`config.mk`:
```
export PLATFORM = sky130hd
export DESIGN_NAME = tim_etb_trig_router
export DESIGN_NICKNAME = d
export VERILOG_FILES = /design/src/rtl/tim_etb_pkg.sv /design/src/rtl/tim_etb_chan.sv /design/src/rtl/tim_etb_trig_router.sv
export SDC_FILE = /design/constraint.sdc
export NUM_CORES = 1
export LEC_CHECK = 0
export ABC_AREA = 1
export CELL_PAD_IN_SITES_DETAIL_PLACEMENT = 0
export CELL_PAD_IN_SITES_GLOBAL_PLACEMENT = 1
export CORE_UTILIZATION = 34
export DETAILED_ROUTE_END_ITERATION = 6
export PLACE_DENSITY_LB_ADDON = 0.1
export SYNTH_ARGS = -nofsm -noshare
export SYNTH_HDL_FRONTEND = slang
export SYNTH_SLANG_ARGS = --single-unit
```
`constraint.sdc`:
```
create_clock -name pclk -period 3.18 [get_ports pclk]
set_input_delay 0.318 -clock pclk [delete_from_list [all_inputs] [get_ports pclk]]
set_output_delay 0.318 -clock pclk [all_outputs]
set_load 0.005 [all_outputs]
```
`src/rtl/tim_etb_pkg.sv`:
```
`default_nettype none
// ============================================================================
// Module      : tim_etb_pkg
// Description : Shared constants and types for the two-channel event-trigger
//               router: register offsets, action/edge encodings, channel
//               configuration layout and toggle state.
// Revision    : 1.0 - initial release
// ============================================================================
package tim_etb_pkg;

  // Register byte offsets; only bits [4:2] are decoded by the block.
  localparam logic [7:0] CFG0   = 8'h00;
  localparam logic [7:0] CFG1   = 8'h04;
  localparam logic [7:0] STATUS = 8'h08;
  localparam logic [7:0] CNT    = 8'h0C;
  localparam logic [7:0] INTEN  = 8'h10;
  localparam logic [7:0] SWTRIG = 8'h14;

  // What a channel does with each accepted event.
  typedef enum logic [1:0] {
    ACT_NONE = 2'b00,
    ACT_ON   = 2'b01,
    ACT_OFF  = 2'b10,
    ACT_TOG  = 2'b11
  } act_e;

  // Which source transitions count as a hardware event (1x means both).
  localparam logic [1:0] EDGE_RISE = 2'b00;
  localparam logic [1:0] EDGE_FALL = 2'b01;
  localparam logic [1:0] EDGE_BOTH = 2'b10;

  // Toggle action memory: IDLE means the next toggle emits a start pulse.
  typedef enum logic {
    TOG_IDLE  = 1'b0,
    TOG_ARMED = 1'b1
  } tog_e;

  // Channel configuration word, laid out exactly as CHx_CFG[7:0].
  typedef struct packed {
    logic [1:0] edge_sel;
    act_e       action;
    logic [2:0] src_sel;
    logic       en;
  } cfg_t;

endpackage
`default_nettype wire

```
`src/rtl/tim_etb_chan.sv`:
```
`default_nettype none
// ============================================================================
// Module      : tim_etb_chan
// Description : One trigger channel: source select, two-stage sampling, edge
//               detect, event qualification, toggle memory, registered
//               start/stop pulses and a saturating event counter.
// Revision    : 1.0 - initial release
// ============================================================================
module tim_etb_chan
  import tim_etb_pkg::*;
#(
  parameter int NUM_SRC = 4,
  parameter int CNT_W   = 8
) (
  input  logic               pclk,
  input  logic               presetn,
  input  cfg_t               cfg,
  input  logic               cfg_dis,
  input  logic               sw_trig,
  input  logic               cnt_clr,
  input  logic [NUM_SRC-1:0] src_trig,
  output logic               evt,
  output logic               trig_on,
  output logic               trig_off,
  output logic [CNT_W-1:0]   cnt
);

  localparam logic [CNT_W-1:0] C_CNT_MAX = {CNT_W{1'b1}};

  logic [7:0]       w_src_pad;
  logic             w_src;
  logic             w_hit;
  logic             w_evt;
  logic             r_s1;
  logic             r_s2;
  tog_e             r_tog;
  logic             r_on;
  logic             r_off;
  logic [CNT_W-1:0] r_cnt;

  // Widen the source bus to the full 3-bit select range; unused selects read 0.
  always_comb begin
    w_src_pad                = '0;
    w_src_pad[NUM_SRC-1:0]   = src_trig;
  end

  assign w_src = w_src_pad[cfg.src_sel];

  // Edge detection compares the newest sample against the previous one.
  always_comb begin
    w_hit = 1'b0;
    case (cfg.edge_sel)
      EDGE_RISE: w_hit = r_s1 & ~r_s2;
      EDGE_FALL: w_hit = ~r_s1 & r_s2;
      default:   w_hit = r_s1 ^ r_s2;
    endcase
  end

  // A disabling config write suppresses any event landing on the same edge;
  // hardware edge and software trigger together still make a single event.
  assign w_evt = cfg.en & ~cfg_dis & (w_hit | sw_trig);

  // Sample the source, keep the toggle memory and produce one-cycle pulses.
  always_ff @(posedge pclk) begin
    if (!presetn) begin
      r_s1  <= 1'b0;
      r_s2  <= 1'b0;
      r_tog <= TOG_IDLE;
      r_on  <= 1'b0;
      r_off <= 1'b0;
    end else begin
      r_on  <= 1'b0;
      r_off <= 1'b0;
      if (cfg_dis) begin
        r_s1  <= 1'b0;
        r_s2  <= 1'b0;
        r_tog <= TOG_IDLE;
      end else begin
        r_s1 <= w_src;
        r_s2 <= r_s1;
      end
      if (w_evt) begin
        case (cfg.action)
          ACT_NONE: ;
          ACT_ON:   r_on  <= 1'b1;
          ACT_OFF:  r_off <= 1'b1;
          ACT_TOG: begin
            if (r_tog == TOG_IDLE) begin
              r_on  <= 1'b1;
              r_tog <= TOG_ARMED;
            end else begin
              r_off <= 1'b1;
              r_tog <= TOG_IDLE;
            end
          end
        endcase
      end
    end
  end

  // Count accepted events, saturating at all-ones; a clear beats an increment.
  always_ff @(posedge pclk) begin
    if (!presetn) begin
      r_cnt <= '0;
    end else if (cnt_clr) begin
      r_cnt <= '0;
    end else if (w_evt && (r_cnt != C_CNT_MAX)) begin
      r_cnt <= r_cnt + 1'b1;
    end
  end

  assign evt      = w_evt;
  assign trig_on  = r_on;
  assign trig_off = r_off;
  assign cnt      = r_cnt;

endmodule
`default_nettype wire

```
`src/rtl/tim_etb_trig_router.sv`:
```
`default_nettype none
// ============================================================================
// Module      : tim_etb_trig_router
// Description : Two-channel event-trigger router in front of the dual timer.
//               Holds the APB register file (config, pending, interrupt
//               enable, software trigger, counter clear) and two channels
//               that emit the timer start/stop pulses.
// Revision    : 1.0 - initial release
// ============================================================================
module tim_etb_trig_router
  import tim_etb_pkg::*;
#(
  parameter int NUM_SRC = 4,
  parameter int CNT_W   = 8
) (
  input  logic               pclk,
  input  logic               presetn,
  input  logic               psel,
  input  logic               penable,
  input  logic               pwrite,
  input  logic [7:0]         paddr,
  input  logic [31:0]        pwdata,
  output logic [31:0]        prdata,
  input  logic [NUM_SRC-1:0] src_trig,
  output logic               etb_tim1_trig_en_on,
  output logic               etb_tim1_trig_en_off,
  output logic               etb_tim2_trig_en_on,
  output logic               etb_tim2_trig_en_off,
  output logic               intr
);

  localparam logic [2:0] C_IDX_CFG0   = CFG0[4:2];
  localparam logic [2:0] C_IDX_CFG1   = CFG1[4:2];
  localparam logic [2:0] C_IDX_STATUS = STATUS[4:2];
  localparam logic [2:0] C_IDX_CNT    = CNT[4:2];
  localparam logic [2:0] C_IDX_INTEN  = INTEN[4:2];
  localparam logic [2:0] C_IDX_SWTRIG = SWTRIG[4:2];

  logic             w_wr;
  logic             w_rd;
  logic [2:0]       w_idx;
  logic [1:0]       w_cfg_wr;
  logic [1:0]       w_cfg_dis;
  logic [1:0]       w_sw;
  logic [1:0]       w_w1c;
  logic             w_cnt_clr;
  logic             w_inten_wr;
  logic [1:0]       w_evt;
  logic [1:0]       w_on;
  logic [1:0]       w_off;
  logic [CNT_W-1:0] w_cnt [2];
  logic [31:0]      w_cnt_word;
  logic             w_unused_bits;

  cfg_t [1:0]       r_cfg;
  logic [1:0]       r_pend;
  logic [1:0]       r_inten;

  // Zero-wait APB: a write lands on any edge with psel & penable & pwrite.
  assign w_wr  = psel & penable & pwrite;
  assign w_rd  = psel & ~pwrite;
  assign w_idx = paddr[4:2];

  assign w_cfg_wr[0] = w_wr & (w_idx == C_IDX_CFG0);
  assign w_cfg_wr[1] = w_wr & (w_idx == C_IDX_CFG1);
  assign w_cfg_dis   = w_cfg_wr & {2{~pwdata[0]}};
  assign w_sw        = (w_wr && (w_idx == C_IDX_SWTRIG)) ? pwdata[1:0] : 2'b00;
  assign w_w1c       = (w_wr && (w_idx == C_IDX_STATUS)) ? pwdata[1:0] : 2'b00;
  assign w_cnt_clr   = w_wr & (w_idx == C_IDX_CNT);
  assign w_inten_wr  = w_wr & (w_idx == C_IDX_INTEN);

  // Address and data bits outside the decoded register fields.
  assign w_unused_bits = &{1'b0, paddr[7:5], paddr[1:0], pwdata[31:8]};

  // Channel 0 drives timer 1, channel 1 drives timer 2.
  generate
    for (genvar c = 0; c < 2; c++) begin : g_chan
      tim_etb_chan #(
        .NUM_SRC (NUM_SRC),
        .CNT_W   (CNT_W)
      ) u_chan (
        .pclk     (pclk),
        .presetn  (presetn),
        .cfg      (r_cfg[c]),
        .cfg_dis  (w_cfg_dis[c]),
        .sw_trig  (w_sw[c]),
        .cnt_clr  (w_cnt_clr),
        .src_trig (src_trig),
        .evt      (w_evt[c]),
        .trig_on  (w_on[c]),
        .trig_off (w_off[c]),
        .cnt      (w_cnt[c])
      );
    end
  endgenerate

  // Config, interrupt enable and pending; a new event wins over its own W1C.
  always_ff @(posedge pclk) begin
    if (!presetn) begin
      r_cfg   <= '0;
      r_pend  <= '0;
      r_inten <= '0;
    end else begin
      if (w_cfg_wr[0]) begin
        r_cfg[0] <= cfg_t'(pwdata[7:0]);
      end
      if (w_cfg_wr[1]) begin
        r_cfg[1] <= cfg_t'(pwdata[7:0]);
      end
      if (w_inten_wr) begin
        r_inten <= pwdata[1:0];
      end
      r_pend <= (r_pend & ~w_w1c) | w_evt;
    end
  end

  // Read mux: only during a read select; SWTRIG and unmapped offsets read 0.
  always_comb begin
    w_cnt_word                = '0;
    w_cnt_word[CNT_W-1:0]     = w_cnt[0];
    w_cnt_word[16+CNT_W-1:16] = w_cnt[1];
    prdata                    = '0;
    if (w_rd) begin
      case (w_idx)
        C_IDX_CFG0:   prdata = {24'd0, r_cfg[0]};
        C_IDX_CFG1:   prdata = {24'd0, r_cfg[1]};
        C_IDX_STATUS: prdata = {30'd0, r_pend};
        C_IDX_CNT:    prdata = w_cnt_word;
        C_IDX_INTEN:  prdata = {30'd0, r_inten};
        default:      prdata = '0;
      endcase
    end
  end

  assign intr                 = |(r_pend & r_inten);
  assign etb_tim1_trig_en_on  = w_on[0];
  assign etb_tim1_trig_en_off = w_off[0];
  assign etb_tim2_trig_en_on  = w_on[1];
  assign etb_tim2_trig_en_off = w_off[1];

endmodule
`default_nettype wire

```
==> out/results.ini, run 1 <==
[outcome]
status=finished clean

[routing]
viasPerCell=4.77
num_vias=2532
wl_met2_um=3260
dr.pass1.iters=4
drc_errors=0
drtIter0Drc=99
ant_nets=0
highest_layer=met4
met3WireLength_um=229
wire_per_inst_um=13.5
routed_wl_um=7170
wl_met1_um=3660

[placed_design]
place.gp.congestion=0.801
dp_hpwl_um=5450
numPortBuffers=40
preCtsSetupSlack_ns=0.581
dp_cells=523

[run]
drv_cap=0

[synth]
synth_area_per_cell_um2=6.78
yosys_warnings=0
synthSimpleGateAreaFrac_pct=30.3
syn-cell-area_um2=2640
synth_cell_type_count=31
synthXorXnorAreaFrac_pct=1.99
ys_ff_latch=46
synth_mux_area_share_pct=0
synth_top_family_by_area=simple AND/OR/NAND/NOR gates
synth_compound_gate_area_share_pct=15.7
synthCells=389
synth_adder_area_share_pct=2.84
synth_area_leaders=dfxtp_1 (35%), nand2_1 (11%), inv_1 (8.1%)
synth_top_area_share_pct=34.9
synth-seq-area-share_pct=34.9
synth_top_area_cell=dfxtp_1

[pwr]
p_leak_nw=1.25
irDropWorstVdd_mv=0.196
power_per_cell_area_nw_per_um2=359
p_total_w=0.00115

[grt]
grt_max_degree=21
grtUsageTotal_pct=18.4
grt_antenna_before_repair=0
grt_overflow_total=0
grt_pass1_wl_um=12000
grt_pass1_vias=2380

[clock_tree]
ctsRootBufferMaster=clkbuf_8
htreeDepth=2
clock_path_buffers=2
cts.sinks=46
cts_buffers=5
cts_resized=0
clk_pin_slew_ns=0.09
clk_latency_ns=0.30
cts_tree=built
cts_hold_buf=0
cts_setup_buffers=0

[critical_path]
cp-end-kind=primary output
worstRegToRegCells=7
timing.rr.end=g_chan[0].u_chan.trig_off$_SDFF_PN0_
cp_max_fo=13
reg2reg_from=g_chan[0].u_chan.r_s2$_SDFF_PP0_
cp_data_arrival_time_ns=2.31
rrSetupSlack_ns=1.52
crit_chain=clkdlybuf4s50_1 > inv_1 > nor2_1 > inv_1 > nor3_1 > clkdlybuf4s50_1
crit_type=input port to primary output
cp_slowest_cell=clkdlybuf4s50_1
cp-start-kind=input port
required_ns=2.86
cpPeakStageDelay_ns=0.53

[layout]
final_cells=531
area_growth_pct=21.4
nets=486
antenna-diode-count=0
mostFrequentLayoutCell=nand2_1
final_cell_mix=nand2_1 (77), inv_1 (57), dfxtp_1 (46), nor2_1 (42), a21oi_1 (42)
drive_gt1_share_pct=6.02

[timing]
finalCritPeriodShare_pct=82.6
fmax_ghz=0.381
finalSetupViolCount=0
fin_skew_ns=0.00530
holdWs_ns=0.466
min_period_ns=2.63
finalHoldViolations=0
finalMaxSlewViolations=0
finalWorstSetupSlack_ns=0.554
slew_headroom_pct=65.5
tightest_slew_ns=0.518
rsz0062_at_grt=no
fin_tns_setup_ns=0

[floorplanning]
die_height_um=90.1
io_pins=86
die_w_um=90.1
initial_core_util_pct=35.8
rows=31
dieArea_um2=8120
coreArea_um2=7370

[hold_path]
holdPathStages=1
hp-start=r_cfg[11]$_SDFFE_PN0N_
hold-path-endpoint=g_chan[1].u_chan.r_s1$_SDFF_PP0_
hold_class=register to register

[metal layers]
metal / up-vias / track usage [%]
met5: - / 0
met4: 0 / 2.42
met3: 2 / 3.81
met2: 46 / 29.5
met1: 1161 / 26.1
li1: 1323 / -
[registers in the layout, summed over array words and instances, names as in the netlist]
name	flops
g_chan.u_chan.trig_off	2
g_chan.u_chan.r_s2	2
g_chan.u_chan.trig_on	2
g_chan.u_chan.r_s1	2
g_chan.u_chan.r_tog	2
r_cfg	16
r_inten	2
r_pend	2
g_chan.u_chan.cnt	16
[cell families (layout without fill, tap and decap cells)]
kind of cell / Yosys count / after routing
flops: 46 / 46
simple gates: 173 / 173
buf+inv: 82 / 110
xor+xnor: 6 / 6
fa+ha+maj: 6 / 6
compound gates: 75 / 75
other cells: 1 / 16
[synth_stat cells, drive strengths merged]
| cell type | number |
|---|---|
| a21oi | 44 |
| a221oi | 2 |
| buf | 21 |
| clkbuf | 2 |
| conb | 1 |
| dfxtp | 46 |
| ha | 6 |
| inv | 59 |
| nand2 | 80 |
| nand3 | 18 |
| nand3b | 1 |
| nand4 | 15 |
| nor2 | 44 |
| nor3 | 10 |
| nor3b | 1 |
| nor4 | 3 |
| o21ai | 18 |
| o22ai | 9 |
| o31ai | 2 |
| or2 | 1 |
| xor2 | 6 |
[worst max-delay path, delay by kind of cell]
kind	cells	cell delay (ns)
buffers and inverters	4	1.44
AND/OR/NAND/NOR	2	0.53
[how the worst max path moves through the flow]
stage	startpoint	cells past startpoint	end	slack, ns
after global routing	paddr[4]	7	prdata[1]	0.37
after CTS	paddr[4]	7	prdata[1]	0.57
after detailed placement	paddr[4]	7	prdata[1]	0.58
after floorplan	g_chan[0].u_chan.cnt[0]$_SDFFE_PP0P_	8	g_chan[0].u_chan.cnt[1]$_SDFFE_PP0P_	1.79
final	psel	6	prdata[23]	0.55
after global placement	paddr[4]	7	prdata[1]	0.56
[final cells by class]
type                       count  area, µm²
inverter                      59        221
timing repair buffer          43        423
multi-input combinational    276       1400
fill                         807       4170
clock buffer                   5       68.8
sequential                    46        921
tap                           99        124
clock inverter                 3       43.8
[metrics by stage]
step	area (µm²)	util (%)
floorplan	2700	-
global placement	3090	41.9
detailed placement	3090	41.9
CTS	3200	43.5
global route	3200	43.5
finish	3200	43.5
[power breakdown]
group / switching (W) / total (W) / internal, W
registers: 0.00000354 / 0.000585 / 0.000582
clock network: 0.000220 / 0.000456 / 0.000236
logic: 0.0000688 / 0.000108 / 0.0000388
(Power assumes the default switching activity.)
==> run 2: changes to the inputs <==
- CORE_UTILIZATION: 34 -> 29
- clock period: 3.18 -> 2.4 ns (I/O delays scaled with it)
==> run 2 against run 1 <==
Compared with the run above:
- power is 43% higher
- non-clock buffer count is 5 higher
- combinational power is 36% higher
- count of clock-buffer cells in the layout is 1 higher
- clock skew is 0.0012 ns higher
- die area is 17% higher
- flip-flop and latch count stayed put
==> out/results.ini, run 2 (same netlist as run 1, synthesis figures left out) <==
[outcome]
status=finished clean  ; unchanged

[critical_path]
crit_chain=clkdlybuf4s50_1 > buf_4 > nor2_4 > inv_1 > o22ai_1 > a21oi_1 > nor2_1 > clkdlybuf4s50_1  ; was clkdlybuf4s50_1 > inv_1 > nor2_1 > inv_1 > nor3_1 > clkdlybuf4s50_1
crit_type=input port to primary output  ; unchanged
cpPeakStageDelay_ns=0.51  ; was 0.53 ns
rrSetupSlack_ns=0.71  ; was 1.52 ns
reg2reg_from=g_chan[0].u_chan.cnt[0]$_SDFFE_PP0P_  ; was g_chan[0].u_chan.r_s2$_SDFF_PP0_
cp_slowest_cell=clkdlybuf4s50_1  ; unchanged
startpoint=paddr[4]  ; was psel
required_ns=2.16  ; was 2.86 ns
path_common_cell=clkdlybuf4s50_1
cp_data_arrival_time_ns=1.99  ; was 2.31 ns
cp_max_fo=4  ; was 13
cp-end-kind=primary output  ; unchanged
timing.rr.end=g_chan[0].u_chan.cnt[7]$_SDFFE_PP0P_  ; was g_chan[0].u_chan.trig_off$_SDFF_PN0_
cp-start-kind=input port  ; unchanged
worstRegToRegCells=7  ; unchanged

[routing]
dr.pass1.iters=4  ; unchanged
drc_errors=0  ; unchanged
num_vias=2533  ; was 2532
drtIter0Drc=94  ; was 99
wire_per_inst_um=13.9  ; was 13.5 µm
ant_nets=0  ; unchanged
routed_wl_um=7560  ; was 7170 µm
viasPerCell=4.65  ; was 4.77

[grt]
grt_antenna_before_repair=0  ; unchanged
grt_pass1_vias=2477  ; was 2380
grtUsageTotal_pct=16.8  ; was 18.4%
grt_max_degree=20  ; was 21
grt_pass1_wl_um=12700  ; was 12000 µm
grt_overflow_total=0  ; unchanged

[hold_path]
hp-start=g_chan[1].u_chan.r_s1$_SDFF_PP0_  ; was r_cfg[11]$_SDFFE_PN0N_
hold_class=register to register  ; unchanged
hold-path-endpoint=g_chan[1].u_chan.r_s2$_SDFF_PP0_  ; was g_chan[1].u_chan.r_s1$_SDFF_PP0_
holdPathStages=2  ; was 1

[floorplanning]
die_height_um=97.4  ; was 90.1 µm
die_w_um=97.4  ; was 90.1 µm
io_pins=86  ; unchanged
rows=34  ; was 31
initial_core_util_pct=30.1  ; was 35.8%
dieArea_um2=9480  ; was 8120 µm²
coreArea_um2=8760  ; was 7370 µm²

[timing]
holdWs_ns=0.465  ; was 0.466 ns
finalHoldViolations=0  ; unchanged
finalCritPeriodShare_pct=92.9
rsz0062_at_grt=no  ; unchanged
finalMaxSlewViolations=0  ; unchanged
fmax_ghz=0.449
fin_skew_ns=0.00650  ; was 0.00530 ns
fin_tns_setup_ns=0  ; unchanged
min_period_ns=2.23
finalSetupViolCount=0  ; unchanged

[clock_tree]
clk_latency_ns=0.30  ; about the same
cts_hold_buf=0  ; unchanged
htreeDepth=2  ; unchanged
cts_resized=0  ; unchanged
clock_path_buffers=2  ; unchanged
cts_tree=built  ; unchanged
cts.sinks=46  ; unchanged
cts_buffers=5  ; unchanged
clk_pin_slew_ns=0.09  ; about the same
ctsRootBufferMaster=clkbuf_8  ; unchanged
cts_setup_buffers=0  ; unchanged

[pwr]
irDropWorstVdd_mv=0.173  ; was 0.196 mV
power_per_cell_area_nw_per_um2=500  ; was 359 nW/µm²
p_leak_nw=1.33  ; was 1.25 nW

[layout]
final_cells=545  ; was 531
mostFrequentLayoutCell=nand2_1  ; unchanged
fin_area_um2=3290  ; was 3200 µm²
area_growth_pct=24.7  ; was 21.4%
antenna-diode-count=0  ; unchanged
nets=491  ; was 486
drive_gt1_share_pct=7.09  ; was 6.02%
n_fill_cell=969  ; was 807
final_cell_mix=nand2_1 (77), inv_1 (57), dfxtp_1 (46), nor2_1 (42), a21oi_1 (42)  ; unchanged

[placed_design]
dp_hpwl_um=5760  ; was 5450 µm
dp_cells=537  ; was 523
numPortBuffers=40  ; unchanged
dpl_cell_area_um2=3140  ; was 3090 µm²
place.gp.congestion=0.763  ; was 0.801

[run]
drv_cap=0  ; unchanged

run 2: worst max-delay path, delay by kind of cell:
family,cells,cell delay (ns)
simple gates,2,0.24
compound gates,2,0.27
buf+inv,4,1.24
run 2: area by class of cell:
cell class	instances	area, µm²	share of cell area, %
multi-input combinational	276	1400	42.6
clock buffer	6	82.6	2.51
sequential	46	921	28.0
inverter	59	221	6.73
timing repair buffer	48	468	14.2
tap	108	135	4.11
clock inverter	2	60.1	1.83
run 2: worst max path at each step:
stage                     slack [ns]                              endpoint  cells after the start
after CTS                       0.07                             prdata[4]                      8
after floorplan                 1.01  g_chan[0].u_chan.cnt[1]$_SDFFE_PP0P_                      8
final                           0.17                             prdata[4]                      8
after global routing            0.07                             prdata[4]                      8
after global placement           0.1                             prdata[4]                      8
after detailed placement        0.08                             prdata[4]                      8
run 2: where the power goes:
group | total, W | switching [W] | internal, W
Clock | 0.000722 | 0.000277 | 0.000445
Combinational | 0.000147 | 0.0000916 | 0.0000551
Sequential | 0.000775 | 0.00000465 | 0.000771
run 2: through the flow:
| stage | setup WS [ns] | util (%) | power (W) |
|---|---|---|---|
| 5_1_grt | 0.0713 | 37.5 | 0.00172 |
| 2_1_floorplan | 1.01 | - | 0.000884 |
| 3_3_place_gp | 0.0994 | 35.8 | 0.000942 |
| 4_1_cts | 0.0702 | 37.5 | 0.00167 |
| 3_5_place_dp | 0.0761 | 35.8 | 0.000941 |
| 6_report | 0.172 | 37.5 | 0.00164 |
run 2: routing by layer:
layer | wire [µm] | track usage, %
met1 | 3780 | 23.5
met2 | 3490 | 27.3
met3 | 246 | 2.81
met4 | 42 | 3.39
met5 | 0 | 0
==> run 3: changes to the inputs <==
- CELL_PAD_IN_SITES_DETAIL_PLACEMENT: 0 -> 1
==> run 3 against run 2 <==
Compared with the run above:
- first-iteration DRC count down 37%
- sequential power about the same
- critical endpoint unchanged
- via count up 3.2%
- highest routed layer unchanged
- largest power group unchanged
==> out/results.ini, run 3 (same netlist as run 1, synthesis figures left out) <==
[floorplanning]
dieArea_um2=9480  ; unchanged
coreArea_um2=8760  ; unchanged
initial_core_util_pct=30.1  ; unchanged
die_w_um=97.4  ; unchanged
rows=34  ; unchanged
io_pins=86  ; unchanged
die_height_um=97.4  ; unchanged

[grt]
grt_antenna_before_repair=0  ; unchanged
grtUsageTotal_pct=17.7  ; was 16.8%
grt_pass1_wl_um=13400  ; was 12700 µm
grt_max_degree=20  ; unchanged
grt_pass1_vias=2736  ; was 2477
grt_overflow_total=0  ; unchanged

[clock_tree]
ctsRootBufferMaster=clkbuf_8  ; unchanged
cts_tree=built  ; unchanged
cts.sinks=46  ; unchanged
htreeDepth=2  ; unchanged
clk_latency_ns=0.30  ; about the same
cts_hold_buf=0  ; unchanged
clk_pin_slew_ns=0.09  ; about the same
cts_setup_buffers=0  ; unchanged
clock_path_buffers=2  ; unchanged
cts_resized=0  ; unchanged
cts_buffers=5  ; unchanged

[critical_path]
crit_type=input port to primary output  ; unchanged
cp_max_fo=4  ; unchanged
cp_slowest_cell=clkdlybuf4s50_1  ; unchanged
crit_chain=clkdlybuf4s50_1 > buf_4 > nor2_4 > inv_1 > o22ai_1 > a21oi_1 > nor2_1 > clkdlybuf4s50_1  ; unchanged
cpPeakStageDelay_ns=0.51  ; about the same
path_common_cell=clkdlybuf4s50_1  ; unchanged
required_ns=2.16  ; about the same
cp-end-kind=primary output  ; unchanged
cp-start-kind=input port  ; unchanged
cp_data_arrival_time_ns=1.99  ; about the same

[routing]
wl_met2_um=3850  ; was 3490 µm
viasPerCell=4.80  ; was 4.65
routed_wl_um=8070  ; was 7560 µm
num_vias=2614  ; was 2533
drtIter0Drc=59  ; was 94
wl_met1_um=4020  ; was 3780 µm
wire_per_inst_um=14.8  ; was 13.9 µm
drc_errors=0  ; unchanged
met3WireLength_um=165  ; was 246 µm
highest_layer=met4  ; unchanged
dr.pass1.iters=4  ; unchanged
ant_nets=0  ; unchanged

[timing]
fmax_ghz=0.448  ; was 0.449 GHz
finalWorstSetupSlack_ns=0.169  ; was 0.172 ns
fin_skew_ns=0.00723  ; was 0.00650 ns
finalMaxSlewViolations=0  ; unchanged
finalSetupViolCount=0  ; unchanged
finalCritPeriodShare_pct=93.0  ; was 92.9%
fin_tns_setup_ns=0  ; unchanged
rsz0062_at_grt=no  ; unchanged
finalHoldViolations=0  ; unchanged
min_period_ns=2.23  ; about the same
holdWs_ns=0.470  ; was 0.465 ns

[layout]
area_growth_pct=22.6  ; was 24.7%
n_fill_cell=1145  ; was 969
fin_area_um2=3240  ; was 3290 µm²
multi_input_area_um2=1400  ; unchanged
nets=491  ; unchanged
seq_area_um2=921  ; unchanged
final_cell_mix=nand2_1 (77), inv_1 (57), dfxtp_1 (46), nor2_1 (42), a21oi_1 (42)  ; unchanged
antenna-diode-count=0  ; unchanged
drive_gt1_share_pct=6.86  ; was 7.09%
mostFrequentLayoutCell=nand2_1  ; unchanged

[placed_design]
preCtsSetupSlack_ns=0.0481  ; was 0.0761 ns
numPortBuffers=40  ; unchanged
dpl_cell_area_um2=3140  ; unchanged
dp_hpwl_um=6250  ; was 5760 µm
place.gp.congestion=0.763  ; unchanged

[pwr]
p_leak_nw=1.29  ; was 1.33 nW
p_total_w=0.00144  ; was 0.00164 W
power_per_cell_area_nw_per_um2=444  ; was 500 nW/µm²
irDropWorstVdd_mv=0.307  ; was 0.173 mV

[outcome]
status=finished clean  ; unchanged

[hold_path]
hold_class=register to register  ; unchanged

[run]
drv_cap=0  ; unchanged

run 3: stage by stage:
step           util [%]  std cells
5_1_grt            36.9        545
4_1_cts            36.9        545
3_5_place_dp       35.8        537
6_report           36.9        545
2_1_floorplan         -        404
3_3_place_gp       35.8        537
run 3: per-layer routing:
metal | vias to the layer above | global-route usage, %
li1 | 1333 | -
met2 | 26 | 30.0
met3 | 2 | 2.81
met4 | 0 | 3.39
met5 | - | 0
met1 | 1253 | 23.7
run 3: worst paths after layout:
check / end / slack [ns] / cells past startpoint / from
setup / recovery: prdata[4] / 0.17 / 8 / paddr[4]
hold reg to reg: g_chan[0].u_chan.r_s2$_SDFF_PP0_ / 0.47 / 2 / g_chan[0].u_chan.r_s1$_SDFF_PP0_
hold / removal: g_chan[0].u_chan.r_s2$_SDFF_PP0_ / 0.47 / 2 / g_chan[0].u_chan.r_s1$_SDFF_PP0_
setup reg to reg: g_chan[0].u_chan.cnt[0]$_SDFFE_PP0P_ / 0.67 / 7 / g_chan[0].u_chan.cnt[0]$_SDFFE_PP0P_
run 3: power by group:
| group | internal, W | total [W] | leakage, nW | switching [W] |
|---|---|---|---|---|
| registers | 0.000771 | 0.000776 | 0.372 | 0.00000480 |
| logic | 0.0000551 | 0.000148 | 0.867 | 0.0000930 |
| clock network | 0.000233 | 0.000512 | 0.0482 | 0.000279 |
| total | 0.00106 | 0.00144 | 1.29 | 0.000377 |
run 3: final cells by class:
type                       instances  area share [%]
timing repair buffer              48            14.4
clock inverter                     1           0.155
tap                              108            4.18
sequential                        46            28.5
multi-input combinational        276            43.3
clock buffer                       7            2.67
inverter                          59            6.84
run 3: worst max-delay path: cells and delay by family:
family | cells | cell delay, ns
simple gates | 2 | 0.25
buf+inv | 4 | 1.24
compound gates | 2 | 0.25
